### config.mk
export PLATFORM = sky130hd
export DESIGN_NAME = mux_nd_arb
export DESIGN_NICKNAME = d
export VERILOG_FILES = /design/src/rtl/mux_pkg.sv /design/src/rtl/mux_rr_arbiter.sv /design/src/rtl/mux_nd_arb.sv
export SDC_FILE = /design/constraint.sdc
export NUM_CORES = 1
export LEC_CHECK = 0
export BUFFER_PORTS_ARGS = -buffer_cell sky130_fd_sc_hd__buf_2
export CORE_UTILIZATION = 45
export CTS_CLUSTER_SIZE = 25
export DETAILED_ROUTE_END_ITERATION = 6
export MAX_ROUTING_LAYER = met4
export PLACE_DENSITY = 0.88
export SETUP_SLACK_MARGIN = 0.15
export SLEW_MARGIN = 25
export SYNTH_ARGS = -nofsm -noshare
export SYNTH_HDL_FRONTEND = slang
export SYNTH_SLANG_ARGS = --single-unit
export TNS_END_PERCENT = 10
### constraint.sdc
create_clock -name clk -period 4.61 [get_ports clk]
set_input_delay 0.6915 -clock clk [delete_from_list [all_inputs] [get_ports clk]]
set_output_delay 0.6915 -clock clk [all_outputs]
set_load 0.01 [all_outputs]
### src/rtl/mux_pkg.sv
// Shared definitions for the N-channel data mux with round-robin arbitration.
// Optional build macro: MUX_ND_LOCK_EN (burst lock in round-robin mode).
package mux_pkg;

  // Operating mode carried on the 1-bit mode input.
  typedef enum logic {
    MODE_FIXED = 1'b0,
    MODE_RR    = 1'b1
  } mode_e;

  // Width of a channel index; never narrower than one bit.
  function automatic int sel_w(input int n);
    return (n <= 2) ? 1 : $clog2(n);
  endfunction

endpackage

### src/rtl/mux_rr_arbiter.sv
// Grant computation for mux_nd_arb: fixed select or rotating-priority search
// starting after the last round-robin grant, with an optional burst lock.
// Optional build macro: MUX_ND_LOCK_EN.
module mux_rr_arbiter
  import mux_pkg::*;
#(
  parameter  int CHANNELS = 4,
  localparam int SEL_W    = sel_w(CHANNELS)
) (
  input  logic                clk_i,
  input  logic                rst_ni,
  input  logic                mode_i,
  input  logic [SEL_W-1:0]    mux_ctl_i,
  input  logic [CHANNELS-1:0] valid_i,
  input  logic [CHANNELS-1:0] last_i,
  input  logic                load_i,
  output logic [SEL_W-1:0]    grant_o,
  output logic                grant_valid_o
);

  logic [SEL_W-1:0] last_q, last_d;
  logic [SEL_W-1:0] rr_grant;
  logic             rr_found;
  logic [SEL_W-1:0] cand;

`ifdef MUX_ND_LOCK_EN
  logic lock_q, lock_d;
`else
  logic unused_last;
  assign unused_last = ^last_i;
`endif

  // Rotating-priority search: first valid channel from last_q+1 upward, wrapping.
  always_comb begin
    rr_grant = last_q;
    rr_found = 1'b0;
    cand     = '0;
    for (int unsigned k = 1; k <= CHANNELS; k++) begin
      cand = SEL_W'((32'(last_q) + k) % 32'(CHANNELS));
      if (!rr_found && valid_i[cand]) begin
        rr_grant = cand;
        rr_found = 1'b1;
      end
    end
  end

  // Grant selection: fixed select, locked channel, or rotating search result.
  always_comb begin
    grant_o       = mux_ctl_i;
    grant_valid_o = 1'b0;
    if (mode_i == MODE_FIXED) begin
      grant_o       = mux_ctl_i;
      grant_valid_o = (32'(mux_ctl_i) < 32'(CHANNELS)) && valid_i[mux_ctl_i];
`ifdef MUX_ND_LOCK_EN
    end else if (lock_q) begin
      // The locked channel is always the last round-robin grant, so last_q
      // doubles as the lock owner; no separate owner register is needed.
      grant_o       = last_q;
      grant_valid_o = valid_i[last_q];
`endif
    end else begin
      grant_o       = rr_grant;
      grant_valid_o = rr_found;
    end
  end

  // Next pointer/lock: only round-robin loads move them.
  always_comb begin
    last_d = last_q;
`ifdef MUX_ND_LOCK_EN
    lock_d = lock_q;
`endif
    if (load_i && (mode_i == MODE_RR)) begin
      last_d = grant_o;
`ifdef MUX_ND_LOCK_EN
      lock_d = !last_i[grant_o];
`endif
    end
  end

  // Pointer (and lock) registers; reset gives channel 0 first priority.
  always_ff @(posedge clk_i) begin
    if (!rst_ni) begin
      last_q <= SEL_W'(CHANNELS - 1);
`ifdef MUX_ND_LOCK_EN
      lock_q <= 1'b0;
`endif
    end else begin
      last_q <= last_d;
`ifdef MUX_ND_LOCK_EN
      lock_q <= lock_d;
`endif
    end
  end

endmodule

### src/rtl/mux_nd_arb.sv
// N-channel valid/ready data mux with a registered output stage.
// Channel choice comes from mux_rr_arbiter (fixed or round-robin).
// Optional build macro: MUX_ND_LOCK_EN (burst lock, handled in the arbiter).
module mux_nd_arb
  import mux_pkg::*;
#(
  parameter  int WIDTH    = 32,
  parameter  int CHANNELS = 4,
  localparam int SEL_W    = sel_w(CHANNELS)
) (
  input  logic                      clk,
  input  logic                      rst_n,
  input  logic                      mode,
  input  logic [SEL_W-1:0]          mux_ctl,
  input  logic [CHANNELS*WIDTH-1:0] din,
  input  logic [CHANNELS-1:0]       din_valid,
  input  logic [CHANNELS-1:0]       din_last,
  output logic [CHANNELS-1:0]       din_ready,
  output logic [WIDTH-1:0]          dout,
  output logic [SEL_W-1:0]          dout_sel,
  output logic                      dout_valid,
  input  logic                      dout_ready
);

  logic [SEL_W-1:0] grant;
  logic             grant_valid;
  logic             free;
  logic             load;
  logic [WIDTH-1:0] din_sel;

  logic [WIDTH-1:0] dout_q, dout_d;
  logic [SEL_W-1:0] sel_q, sel_d;
  logic             valid_q, valid_d;

  mux_rr_arbiter #(
    .CHANNELS (CHANNELS)
  ) u_arb (
    .clk_i         (clk),
    .rst_ni        (rst_n),
    .mode_i        (mode),
    .mux_ctl_i     (mux_ctl),
    .valid_i       (din_valid),
    .last_i        (din_last),
    .load_i        (load),
    .grant_o       (grant),
    .grant_valid_o (grant_valid)
  );

  // Output register can take a beat when empty or being drained this cycle.
  assign free = !valid_q || dout_ready;
  assign load = rst_n && free && grant_valid;

  // Handshake back to the granted channel only.
  always_comb begin
    din_ready = '0;
    for (int unsigned i = 0; i < CHANNELS; i++) begin
      din_ready[i] = load && (grant == SEL_W'(i));
    end
  end

  // Data select for the granted channel.
  always_comb begin
    din_sel = '0;
    for (int unsigned i = 0; i < CHANNELS; i++) begin
      if (grant == SEL_W'(i)) begin
        din_sel = din[i*WIDTH +: WIDTH];
      end
    end
  end

  // Output stage next state: load, drain, or hold under back-pressure.
  always_comb begin
    dout_d  = dout_q;
    sel_d   = sel_q;
    valid_d = valid_q;
    if (load) begin
      dout_d  = din_sel;
      sel_d   = grant;
      valid_d = 1'b1;
    end else if (dout_ready) begin
      valid_d = 1'b0;
    end
  end

  // Output registers; reset drops any held beat.
  always_ff @(posedge clk) begin
    if (!rst_n) begin
      dout_q  <= '0;
      sel_q   <= '0;
      valid_q <= 1'b0;
    end else begin
      dout_q  <= dout_d;
      sel_q   <= sel_d;
      valid_q <= valid_d;
    end
  end

  assign dout       = dout_q;
  assign dout_sel   = sel_q;
  assign dout_valid = valid_q;

endmodule
## Word-level counts from Yosys, hierarchy flattened

Cells that the tools add are included.
Widths: inputs -> output; s select.

- Flip-flop bits (word level): 37
- Input port bits: 142
- Output and inout bits: 39
- Word-level logic and storage cells: 59

- Add/sub/neg operators: 4
- Magnitude comparators: 5
- Equal/unequal tests: 3
- Mux-type cells: 26
- Reduce and logical (&&, ||, !) cells: 17

Operators with widths:

| kind | number |
|---|---|
| $mux 32 | 4 |
| $lt 2x3->1 const B | 5 |
| $mux 1 | 12 |
| $bmux 1 s2 | 5 |
| $logic_and 1x1->1 | 10 |
| $mux 2 | 5 |
| $add 2x1->2 const B | 2 |
| $add 2x2->2 const B | 2 |
| $eq 2x2->1 const B | 2 |
| $logic_not 1->1 | 4 |
| $eq 2x1->1 const B | 1 |
| $logic_not 2->1 | 1 |
| $reduce_bool 2->1 | 1 |
| $logic_or 1x1->1 | 1 |

## Longest topological paths before layout

Gate-level depths: netlist of run 1.

- Depth after elaboration: 19
- Gate-level depth with buffers: 10
- Gate-level depth less buffers: 6

## Modules after synthesis

A second synthesis of run 1 with hierarchy kept.

- Cells, all modules: 241
- Area, all modules: 2,373.5 um^2

Modules (own cells, without submodules):

| module | instances | cells each | area an instance (um^2) | seq. area each (um^2) |
|---|---|---|---|---|
| mux_nd_arb | 1 | 205 | 2,120.8 | 700.7 |
| mux_rr_arbiter | 1 | 36 | 252.7 | 40.0 |

## Worst setup path after synthesis of run 1

OpenSTA, ideal clock, no wires.

- Kind: input to output
- From: input port din_valid[2]
- To: output port din_ready[1]
- Arrival: 2.153 ns
- Data required time: 3.919 ns
- Path slack: 1.765 ns
- Stages on the path: 8
- Buffers on the path: 3
- Path through: or2b_1 -> a2111oi_4 -> o221ai_2 -> o211ai_2 -> buf_6 -> buf_2 -> buf_2 -> nor3_1

- Word-level cells in the longest chain between the ends: 15
- Elaborated cells on any way between the ends: 29
- Classes of those cells: eq/ne: 1; mux: 20; reduce/logical: 8

Ends and longest elaborated chain:

| what | line | RTL |
|---|---|---|
| start: declaration | mux_nd_arb.sv:16 | `input logic [CHANNELS-1:0] din_valid,` |
| $bmux 1 s2 | mux_rr_arbiter.sv:40 | `if (!rr_found && valid_i[cand]) begin` |
| $mux 1 (implied by the code) | mux_rr_arbiter.sv:40 |  |
| $mux 1 | mux_rr_arbiter.sv:40 |  |
| $logic_not 1->1 | mux_rr_arbiter.sv:40 |  |
| $logic_and 1x1->1 | mux_rr_arbiter.sv:40 |  |
| $mux 1 | mux_rr_arbiter.sv:40 |  |
| $logic_not 1->1 | mux_rr_arbiter.sv:40 |  |
| $logic_and 1x1->1 | mux_rr_arbiter.sv:40 |  |
| $mux 1 | mux_rr_arbiter.sv:40 |  |
| $logic_not 1->1 | mux_rr_arbiter.sv:40 |  |
| $logic_and 1x1->1 | mux_rr_arbiter.sv:40 |  |
| $mux 2 or $mux 1 (tied branches) | mux_rr_arbiter.sv:40 |  |
| $mux 2 or $mux 1 (tied branches) | mux_rr_arbiter.sv:51 | `if (mode_i == MODE_FIXED) begin` |
| $eq 2x1->1 or $logic_and 1x1->1 (tied branches) | mux_nd_arb.sv:57, mux_nd_arb.sv:51 |  |
| $logic_and 1x1->1 (*) | mux_nd_arb.sv:57 | `din_ready[i] = load && (grant == SEL_W'(i));` |
| end: declaration | mux_nd_arb.sv:18 | `output logic [CHANNELS-1:0] din_ready,` |

Mark *: on every way between the ends. The rest lies on a longest branch, timed or not. The select of a mux whose other input is x is not followed.

## Worst setup path after layout of run 1

- From: input port rst_n
- To: output port din_ready[2]

- Word-level cells in the longest chain between the ends: 3

Ends and longest elaborated chain:

| what | line | RTL |
|---|---|---|
| start: declaration | mux_nd_arb.sv:12 | `input logic rst_n,` |
| $logic_and 1x1->1 (2 in a row) | mux_nd_arb.sv:51 | `assign load = rst_n && free && grant_valid;` |
| $logic_and 1x1->1 | mux_nd_arb.sv:57 |  |

Every way passes these cells.

==> out/results.ini, run 1 <==
[outcome]
status = finished, final reports clean

[drt]
wl_um = 7100
drt_drc_violations_left = 0
drt_pre_antenna_iters = 4
dr_wl_met2_um = 3710
routedLengthMet1_um = 2850
wl_per_cell_um = 13.2
ant_nets = 0
num_vias = 2863
wl_met3_um = 397
via_per_inst = 5.31
highest_layer = met4
drt_iter0_drc = 118

[global_route]
grt_pass1_vias = 2655
antenna_found_initial = 0
track_usage = 0.232
grt_max_degree = 81
grt_pass1_wl_um = 11200
grt_overflow_total = 0

[placement]
dpl-instance-area_um2 = 3470
dp_hpwl_um = 5280
dp_slack_ns = 1.45
place.port_buffers = 176
globalplace.congestion = 0.870

[power_and_ir_drop]
p_leak_nw = 1.84
peakVddDrop_mv = 0.176
power.density_nw_per_um2 = 282

[setup_path]
crit_top_cell = buf_2
slowest_delay_ns = 0.64
slowest_stage = a21boi_0
crit_path_start_kind = input port
worstPathArrival_ns = 2.43
crit_path_end_kind = primary output
cp_top_family = compound AO/OA/AOI/OAI gates
path_buf_inv = 2
crit_required_ns = 3.92
cp_max_fo = 38
critPathKind = in -> out
crit_path_cell_trace = buf_2 > a21boi_0 > o211ai_4 > nor3b_1 > buf_2

[cts]
ctsRootBufferMaster = clkbuf_8
path_clk_slew_ns = 0.08
cts_max_level = 2
insertion_delay_ns = 0.29
max-clock-path-buffers = 2
cts.sinks = 37
ctsResizeCount = 0
numCtsBuffers = 5
cts_tree = yes
post_cts_buffers = 0
hold_buffers = 0

[timing]
whs_ns = 0.455
fmax_mhz = 320
fin_ws_ns = 1.49
rsz0062_at_grt = false
skew_ns = 0.0115
finalHoldViolations = 0
setup_violations = 0
final_max_slew_viol_count = 0
layout_min_cycle_time_ns = 3.12
max-slew-margin-rel = 0.535
worst_slew_pin_slew_ns = 0.691
setup_tns_ns = 0
fin_crit_sh = 0.678

[hold_path]
min_path_type = reg -> reg

[final_layout]
synthToLayoutAreaGrowth_pct = 36.6
drive_gt1_frac = 0.465
final_cell_mix = buf_2 (176), mux2i_1 (44), nand2_1 (37), dfxtp_1 (37), nand3_1 (24)
fin_nets = 608
layout_commonest_cell = buf_2
fillers = 481
diodes = 0
layout.area.seq_um2 = 741
multiInputGateArea_um2 = 1710
design_area_um2 = 3560

[synth]
post_synth.cell_area_avg_um2 = 8.42
yosysWarnings = 0
synth-seq-area-share = 0.284
synthArstFlopShare = 0
synthFlopType = dfxtp_1
synth_seq_cells = 37
synth_area_um2 = 2610
synth.net_count = 452
synth-edff-count = 0
synthCells = 310
yosysUniqueCellTypes = 37

[die]
core_region_area_um2 = 5540
die_x_um = 78.2
initial_utilization = 0.471
fp.dieH_um = 78.2
die-area_um2 = 6110
ios = 181
placementRows = 27

[flow_run]
cap_violations = 0

[flip-flops by register name, summed over array words and instances, names as in the netlist]
name	cells
dout_valid	1
dout_sel	2
dout	32
u_arb.last_q	2
[final cells by class]
class,instances,area share
clock buffer,5,0.0193
multi-input combinational,241,0.481
timing repair buffer,180,0.259
sequential,37,0.208
inverter,1,0.00105
clock inverter,3,0.00702
tap,72,0.0253
[worst paths after layout]
| path | from | end | slack [ns] | cells past startpoint |
|---|---|---|---|---|
| setup / recovery | rst_n | din_ready[2] | 1.49 | 5 |
| hold / removal | dout[21] | dout[21] | 0.46 | 2 |
| setup reg to reg | u_arb.last_q[1] | dout[13] | 1.79 | 7 |
| hold reg to reg | dout[21] | dout[21] | 0.46 | 2 |
[report_power, final]
group	switching, mW	leakage [nW]	internal (mW)
Combinational	0.194	1.49	0.185
Sequential	0.0253	0.307	0.369
Clock	0.122	0.0447	0.109
Total	0.342	1.84	0.664
[per-layer routing]
metal / up-vias / global-route usage
li1: 1443 / -
met1: 1284 / 0.230
met2: 122 / 0.446
met3: 14 / 0.0407
met4: 0 / 0.0889
met5: - / -
[cells in the mapped netlist (2+ instances only)]
library cell	instances	area, um2
or3_1	11	68.8
mux2i_1	44	440
nand3_1	24	120
nand2b_1	3	18.8
o21ai_1	17	85.1
clkbuf_1	11	41.3
nor3_1	13	65.1
nor3b_1	3	22.5
buf_6	4	45.0
mux2_2	21	236
a311oi_1	11	96.3
nand2_1	37	139
o21ai_0	7	35.0
buf_4	3	22.5
buf_2	13	65.1
nor2_1	4	15.0
and3_1	13	81.3
dfxtp_1	37	741
a21oi_1	12	60.1
a31oi_1	2	12.5
nor2b_1	4	25.0
[cells by family (layout without fill, tap and decap cells)]
group / Yosys count / after routing / share of synthesized area
multiplexers: 66 / 66 / 0.268
flip-flops: 37 / 37 / 0.284
AND/OR/NAND/NOR: 118 / 118 / 0.230
AO/OA/AOI/OAI: 57 / 57 / 0.150
buffers and inverters: 32 / 189 / 0.0681
[stage by stage]
step,total power [mW],utilization,cells
final,1.01,0.643,539
after CTS,1.02,0.643,539
after global routing,1.07,0.643,539
after detailed placement,0.782,0.626,531
after global placement,0.768,0.626,531
after floorplan,0.642,-,310
[worst register-to-register path, delay by kind of cell (launching register included)]
| family | cells | cell delay [ns] |
|---|---|---|
| simple gates | 3 | 0.86 |
| compound gates | 3 | 0.72 |
| buf+inv | 1 | 0.60 |
| flops | 1 | 0.52 |
(Power assumes the default switching activity.)
==> run 2: changes to the inputs <==
- CORE_UTILIZATION: 45 -> 38
- PLACE_DENSITY: 0.88 -> 0.8
- clock period: 4.61 -> 2.7 ns (I/O delays scaled with it)
==> out/results.ini, run 2 (synthesis gave the netlist of run 1 again) <==
[outcome]
violations = DRC
status = finished, violations left  ; was finished, final reports clean

[timing]
worst_slew_pin_slew_ns = 0.633  ; was 0.691 ns
setup_violations = 0  ; unchanged
fmax_mhz = 412
rsz0062_at_grt = false  ; unchanged
max-slew-margin-rel = 0.577  ; was 0.535
setup_tns_ns = 0  ; unchanged
final_max_slew_viol_count = 0  ; unchanged
layout_min_cycle_time_ns = 2.42
skew_ns = 0.00734  ; was 0.0115 ns
finalHoldViolations = 0  ; unchanged
fin_crit_sh = 0.898

[setup_path]
crit_path_end_kind = primary output  ; unchanged
slowest_delay_ns = 0.43  ; was 0.64 ns
crit_required_ns = 2.30  ; was 3.92 ns
crit_path_cell_trace = mux2i_1 > nor2_1 > o32ai_4 > buf_12 > nor3b_1 > buf_2  ; was buf_2 > a21boi_0 > o211ai_4 > nor3b_1 > buf_2
cp_max_fo = 15  ; was 38
crit_path_start_kind = register  ; was input port
worstPathArrival_ns = 2.02  ; was 2.43 ns
slowest_stage = o32ai_4  ; was a21boi_0
critPathKind = reg -> out  ; was in -> out

[placement]
place.port_buffers = 176  ; unchanged
globalplace.congestion = 0.838  ; was 0.870
dp_hpwl_um = 5440  ; was 5280 um
dpl-instance-area_um2 = 3550  ; was 3470 um2

[power_and_ir_drop]
power.density_nw_per_um2 = 471  ; was 282 nW/um2
p_leak_nw = 1.93  ; was 1.84 nW
power.share.clock = 0.215  ; was 0.230
p_comb_frac = 0.405  ; was 0.378
p_sw_frac = 0.336  ; was 0.340
peakVddDrop_mv = 0.273  ; was 0.176 mV
p_int_mw = 1.18  ; was 0.664 mW
power_frac_seq = 0.380  ; was 0.393
p_sw_mw = 0.597  ; was 0.342 mW

[cts]
ctsRootBufferMaster = clkbuf_8  ; unchanged
path_clk_slew_ns = 0.07  ; was 0.08 ns
cts_max_level = 2  ; unchanged
hold_buffers = 0  ; unchanged
cts.sinks = 37  ; unchanged
insertion_delay_ns = 0.29  ; about the same
max-clock-path-buffers = 2  ; unchanged
numCtsBuffers = 5  ; unchanged
cts_tree = yes  ; unchanged

[global_route]
grt_pass1_wl_um = 12500  ; was 11,200 um
antenna_found_initial = 0  ; unchanged
track_usage = 0.223  ; was 0.232
grt_pass1_vias = 2800  ; was 2,655
grt_max_degree = 40  ; was 81
grt_overflow_total = 0  ; unchanged

[final_layout]
layout.area.seq_um2 = 743  ; was 741 um2
final_cell_mix = buf_2 (176), mux2i_1 (44), nand2_1 (37), dfxtp_1 (35), nand3_1 (24)  ; was buf_2 (176), mux2i_1 (44), nand2_1 (37), dfxtp_1 (37), nand3_1 (24)
multiInputGateArea_um2 = 1740  ; was 1710 um2
layout_commonest_cell = buf_2  ; unchanged
fin_nets = 623  ; was 608
drive_gt1_frac = 0.483  ; was 0.465
largest_register_ffs = 32  ; unchanged
design_area_um2 = 3760  ; was 3560 um2
synthToLayoutAreaGrowth_pct = 44.2  ; was 36.6%
diodes = 0  ; unchanged
fillers = 601  ; was 481

[die]
initial_utilization = 0.402  ; was 0.471
ios = 181  ; unchanged
core_region_area_um2 = 6490  ; was 5540 um2
die_x_um = 84.9  ; was 78.2 um
placementRows = 29  ; was 27
die-area_um2 = 7200  ; was 6110 um2
fp.dieH_um = 84.9  ; was 78.2 um

[drt]
drt_iter0_drc = 139  ; was 118
wl_per_cell_um = 14.3  ; was 13.2 um
ant_nets = 0  ; unchanged
wl_um = 7970  ; was 7100 um
drt_drc_violations_left = 9  ; was 0
via_per_inst = 5.33  ; was 5.31
drt_pre_antenna_iters = 7  ; was 4
num_vias = 2980  ; was 2,863

[flow_run]
cap_violations = 0  ; unchanged

[hold_path]
min_path_type = in -> reg  ; was reg -> reg

==> run 2: final cells by class <==
class / instances / area share
clock inverter: 2 / 0.00399
multi-input combinational: 242 / 0.461
tap: 77 / 0.0256
inverter: 1 / 0.000997
timing repair buffer: 194 / 0.291
clock buffer: 6 / 0.0193
sequential: 37 / 0.197
==> run 2: power groups by stage <==
stage | Clock, mW | Combinational [mW] | Sequential, mW
2_1_floorplan | 0 | 0.374 | 0.722
3_3_place_gp | 0 | 0.656 | 0.679
3_5_place_dp | 0 | 0.674 | 0.684
4_1_cts | 0.396 | 0.712 | 0.674
5_1_grt | 0.424 | 0.784 | 0.683
6_report | 0.381 | 0.718 | 0.675
==> run 2: final timing paths <==
kind                                       from           end  slack, ns  cells after the start
worst min register to register         dout[26]      dout[26]       0.45                      2
worst max-delay path            u_arb.last_q[1]  din_ready[2]       0.28                      6
worst min-delay path                 dout_ready    dout_valid       0.41                      4
worst max register to register  u_arb.last_q[1]      dout[29]       0.32                      8
==> run 2: repair_timing <==
item / CTS / global route
cloned: 2 / 1
setup buffers: 5 / 0
pin swaps: 1 / 2
resized for setup: 0 / 3
setup endpoints to repair: 4 / 12
endpoints found under the hold margin: 0 / 0
==> run 2: critical path, delay by kind of cell (launching register included) <==
family                 cells  cell delay, ns
buffers and inverters      2            0.37
AOI/OAI and AO/OA          1            0.43
DFF                        1            0.39
and+or+nand+nor            2            0.31
muxes                      1            0.24
==> run 2: metal layers <==
layer,routed length [um],track usage,vias up
li1,-,-,1474
met1,3140,0.232,1357
met2,4180,0.407,136
met3,523,0.0477,13
met4,125,0.0971,0
met5,0,-,-
==> run 2: per-stage QoR <==
stage	setup slack, ns	hold WS, ns	util	power (mW)	cells
2_1_floorplan	0.428	0.479	-	1.10	310
3_3_place_gp	0.166	0.440	0.547	1.34	543
3_5_place_dp	0.0826	0.446	0.547	1.36	543
4_1_cts	0.159	0.404	0.573	1.78	558
5_1_grt	0.187	0.445	0.579	1.89	559
6_report	0.275	0.411	0.579	1.77	559
==> run 3: changes to the inputs <==
- PLACE_DENSITY: 0.8 -> 0.86
==> out/results.ini, run 3 (synthesis gave the netlist of run 1 again) <==
[outcome]
status = finished, violations left  ; unchanged
violations = DRC  ; unchanged

[cts]
cts_max_level = 2  ; unchanged
cts.sinks = 37  ; unchanged
insertion_delay_ns = 0.28  ; was 0.29 ns
hold_buffers = 0  ; unchanged
numCtsBuffers = 5  ; unchanged
max-clock-path-buffers = 2  ; unchanged
ctsRootBufferMaster = clkbuf_8  ; unchanged
cts_tree = yes  ; unchanged
path_clk_slew_ns = 0.07  ; about the same

[final_layout]
synthToLayoutAreaGrowth_pct = 41.4  ; was 44.2%
diodes = 0  ; unchanged
design_area_um2 = 3690  ; was 3760 um2
drive_gt1_frac = 0.476  ; was 0.483
fin_nets = 618  ; was 623
final_cell_mix = buf_2 (176), mux2i_1 (44), nand2_1 (37), dfxtp_1 (36), nand3_1 (24)  ; was buf_2 (176), mux2i_1 (44), nand2_1 (37), dfxtp_1 (35), nand3_1 (24)
fillers = 593  ; was 601
layout_commonest_cell = buf_2  ; unchanged
largest_register_ffs = 32  ; unchanged
fin_cells = 554  ; was 559

[timing]
max-slew-margin-rel = 0.473  ; was 0.577
worst_slew_pin_slew_ns = 0.788  ; was 0.633 ns
setup_violations = 0  ; unchanged
final_max_slew_viol_count = 0  ; unchanged
fin_crit_sh = 0.899  ; was 0.898
fmax_mhz = 412  ; about the same
rsz0062_at_grt = false  ; unchanged
skew_ns = 0.00623  ; was 0.00734 ns
finalHoldViolations = 0  ; unchanged
layout_min_cycle_time_ns = 2.43  ; was 2.42 ns
setup_tns_ns = 0  ; unchanged

[setup_path]
reg2reg_to = dout[3]  ; was dout[29]
crit_path_end = din_ready[1]  ; was din_ready[2]
worstPathArrival_ns = 2.02  ; about the same
crit_start = u_arb.last_q[0]  ; was u_arb.last_q[1]
regToRegSetupSlack_ns = 0.37  ; was 0.32 ns
crit-reg2reg-launch = u_arb.last_q[1]  ; unchanged
crit_path_end_kind = primary output  ; unchanged
r2r_cells = 8  ; unchanged
crit_path_start_kind = register  ; unchanged
crit_required_ns = 2.30  ; about the same
critPathKind = reg -> out  ; unchanged
cp_max_fo = 20  ; was 15

[drt]
wl_um = 8010  ; was 7970 um
num_vias = 2959  ; was 2,980
drt_pre_antenna_iters = 7  ; unchanged
wl_per_cell_um = 14.5  ; was 14.3 um
wl_met3_um = 411  ; was 523 um
dr_wl_met2_um = 4300  ; was 4180 um
routedLengthMet1_um = 3210  ; was 3140 um
drt_drc_violations_left = 10  ; was 9
drt_iter0_drc = 96  ; was 139
via_per_inst = 5.34  ; was 5.33
ant_nets = 0  ; unchanged
highest_layer = met4  ; unchanged

[global_route]
grt_pass1_wl_um = 12300  ; was 12,500 um
grt_pass1_vias = 2816  ; was 2,800
grt_max_degree = 60  ; was 40
antenna_found_initial = 0  ; unchanged
grt_overflow_total = 0  ; unchanged
track_usage = 0.219  ; was 0.223

[die]
die_x_um = 84.9  ; unchanged
placementRows = 29  ; unchanged
core_region_area_um2 = 6490  ; unchanged
die-area_um2 = 7200  ; unchanged
ios = 181  ; unchanged
fp.dieH_um = 84.9  ; unchanged
initial_utilization = 0.402  ; unchanged

[placement]
dpl-instance-area_um2 = 3530  ; was 3550 um2
place.port_buffers = 176  ; unchanged
placedCellCount = 541  ; was 543
dp_hpwl_um = 5560  ; was 5440 um
globalplace.congestion = 0.850  ; was 0.838

[flow_run]
cap_violations = 0  ; unchanged

[hold_path]
min_path_type = in -> reg  ; unchanged

[power_and_ir_drop]
power.density_nw_per_um2 = 472  ; was 471 nW/um2
peakVddDrop_mv = 0.215  ; was 0.273 mV
p_leak_nw = 1.90  ; was 1.93 nW

run 3: changes by cell type in the layout (fill, tap and decap cells not counted), sizes merged:
cell / delta
buf: -5
bufbuf: -1
clkinv: +2
clkinvlp: -2
o211ai: +1
run 3: power by group:
group | switching [mW] | leakage (nW) | internal, mW
clock | 0.191 | 0.0450 | 0.179
combinational | 0.353 | 1.54 | 0.342
sequential | 0.0449 | 0.307 | 0.631
total | 0.589 | 1.90 | 1.15
run 3: worst max-delay path, cell delays in order (launching register included):
cell and delay [ns]:
dfxtp_1 0.51, nand2b_1 0.16, o2111ai_1 0.17, and3_4 0.31, buf_4 0.23, nor3_1 0.20
buf_2 0.16
run 3: cell type report:
cell class | count | area (um2) | area share
well taps | 77 | 96.3 | 0.0261
flip-flops and latches | 37 | 742 | 0.201
clock buffers | 6 | 72.6 | 0.0197
repair buffers | 188 | 1010 | 0.275
multi-input cells | 243 | 1750 | 0.475
clock inverters | 2 | 10.0 | 0.00271
inverters | 1 | 3.75 | 0.00102
run 3: worst min path at each step:
stage                            from           to  slack [ns]  cells after the start
after floorplan           dout_sel[0]  dout_sel[0]        0.48                      2
after global placement    dout_sel[0]  dout_sel[0]        0.44                      2
after detailed placement  dout_sel[0]  dout_sel[0]        0.45                      2
after CTS                  dout_ready   dout_valid        0.39                      4
after global routing       dout_ready   dout_valid        0.41                      4
final                      dout_ready   dout_valid        0.39                      4
run 3: what timing repair did:
| action | in CTS | in global routing |
|---|---|---|
| pin swaps | 1 | 1 |
| cloned | 2 | 1 |
| buffers inserted | 1 | 1 |
| endpoints found under the setup margin | 4 | 7 |
| gates resized for setup | 0 | 2 |
run 3: per-layer routing:
metal  vias up  track usage
met4         0       0.0508
li1       1469            -
met3         8       0.0409
met2       114        0.424
met1      1368        0.227
met5         -            -
run 3: per-stage QoR:
stage / utilization / hold slack [ns] / total power [mW] / setup slack (ns)
after global routing: 0.568 / 0.412 / 1.85 / 0.150
final: 0.568 / 0.395 / 1.74 / 0.273
after floorplan: - / 0.479 / 1.10 / 0.428
after detailed placement: 0.544 / 0.446 / 1.35 / 0.0918
after global placement: 0.544 / 0.440 / 1.33 / 0.150
after CTS: 0.561 / 0.388 / 1.74 / 0.199
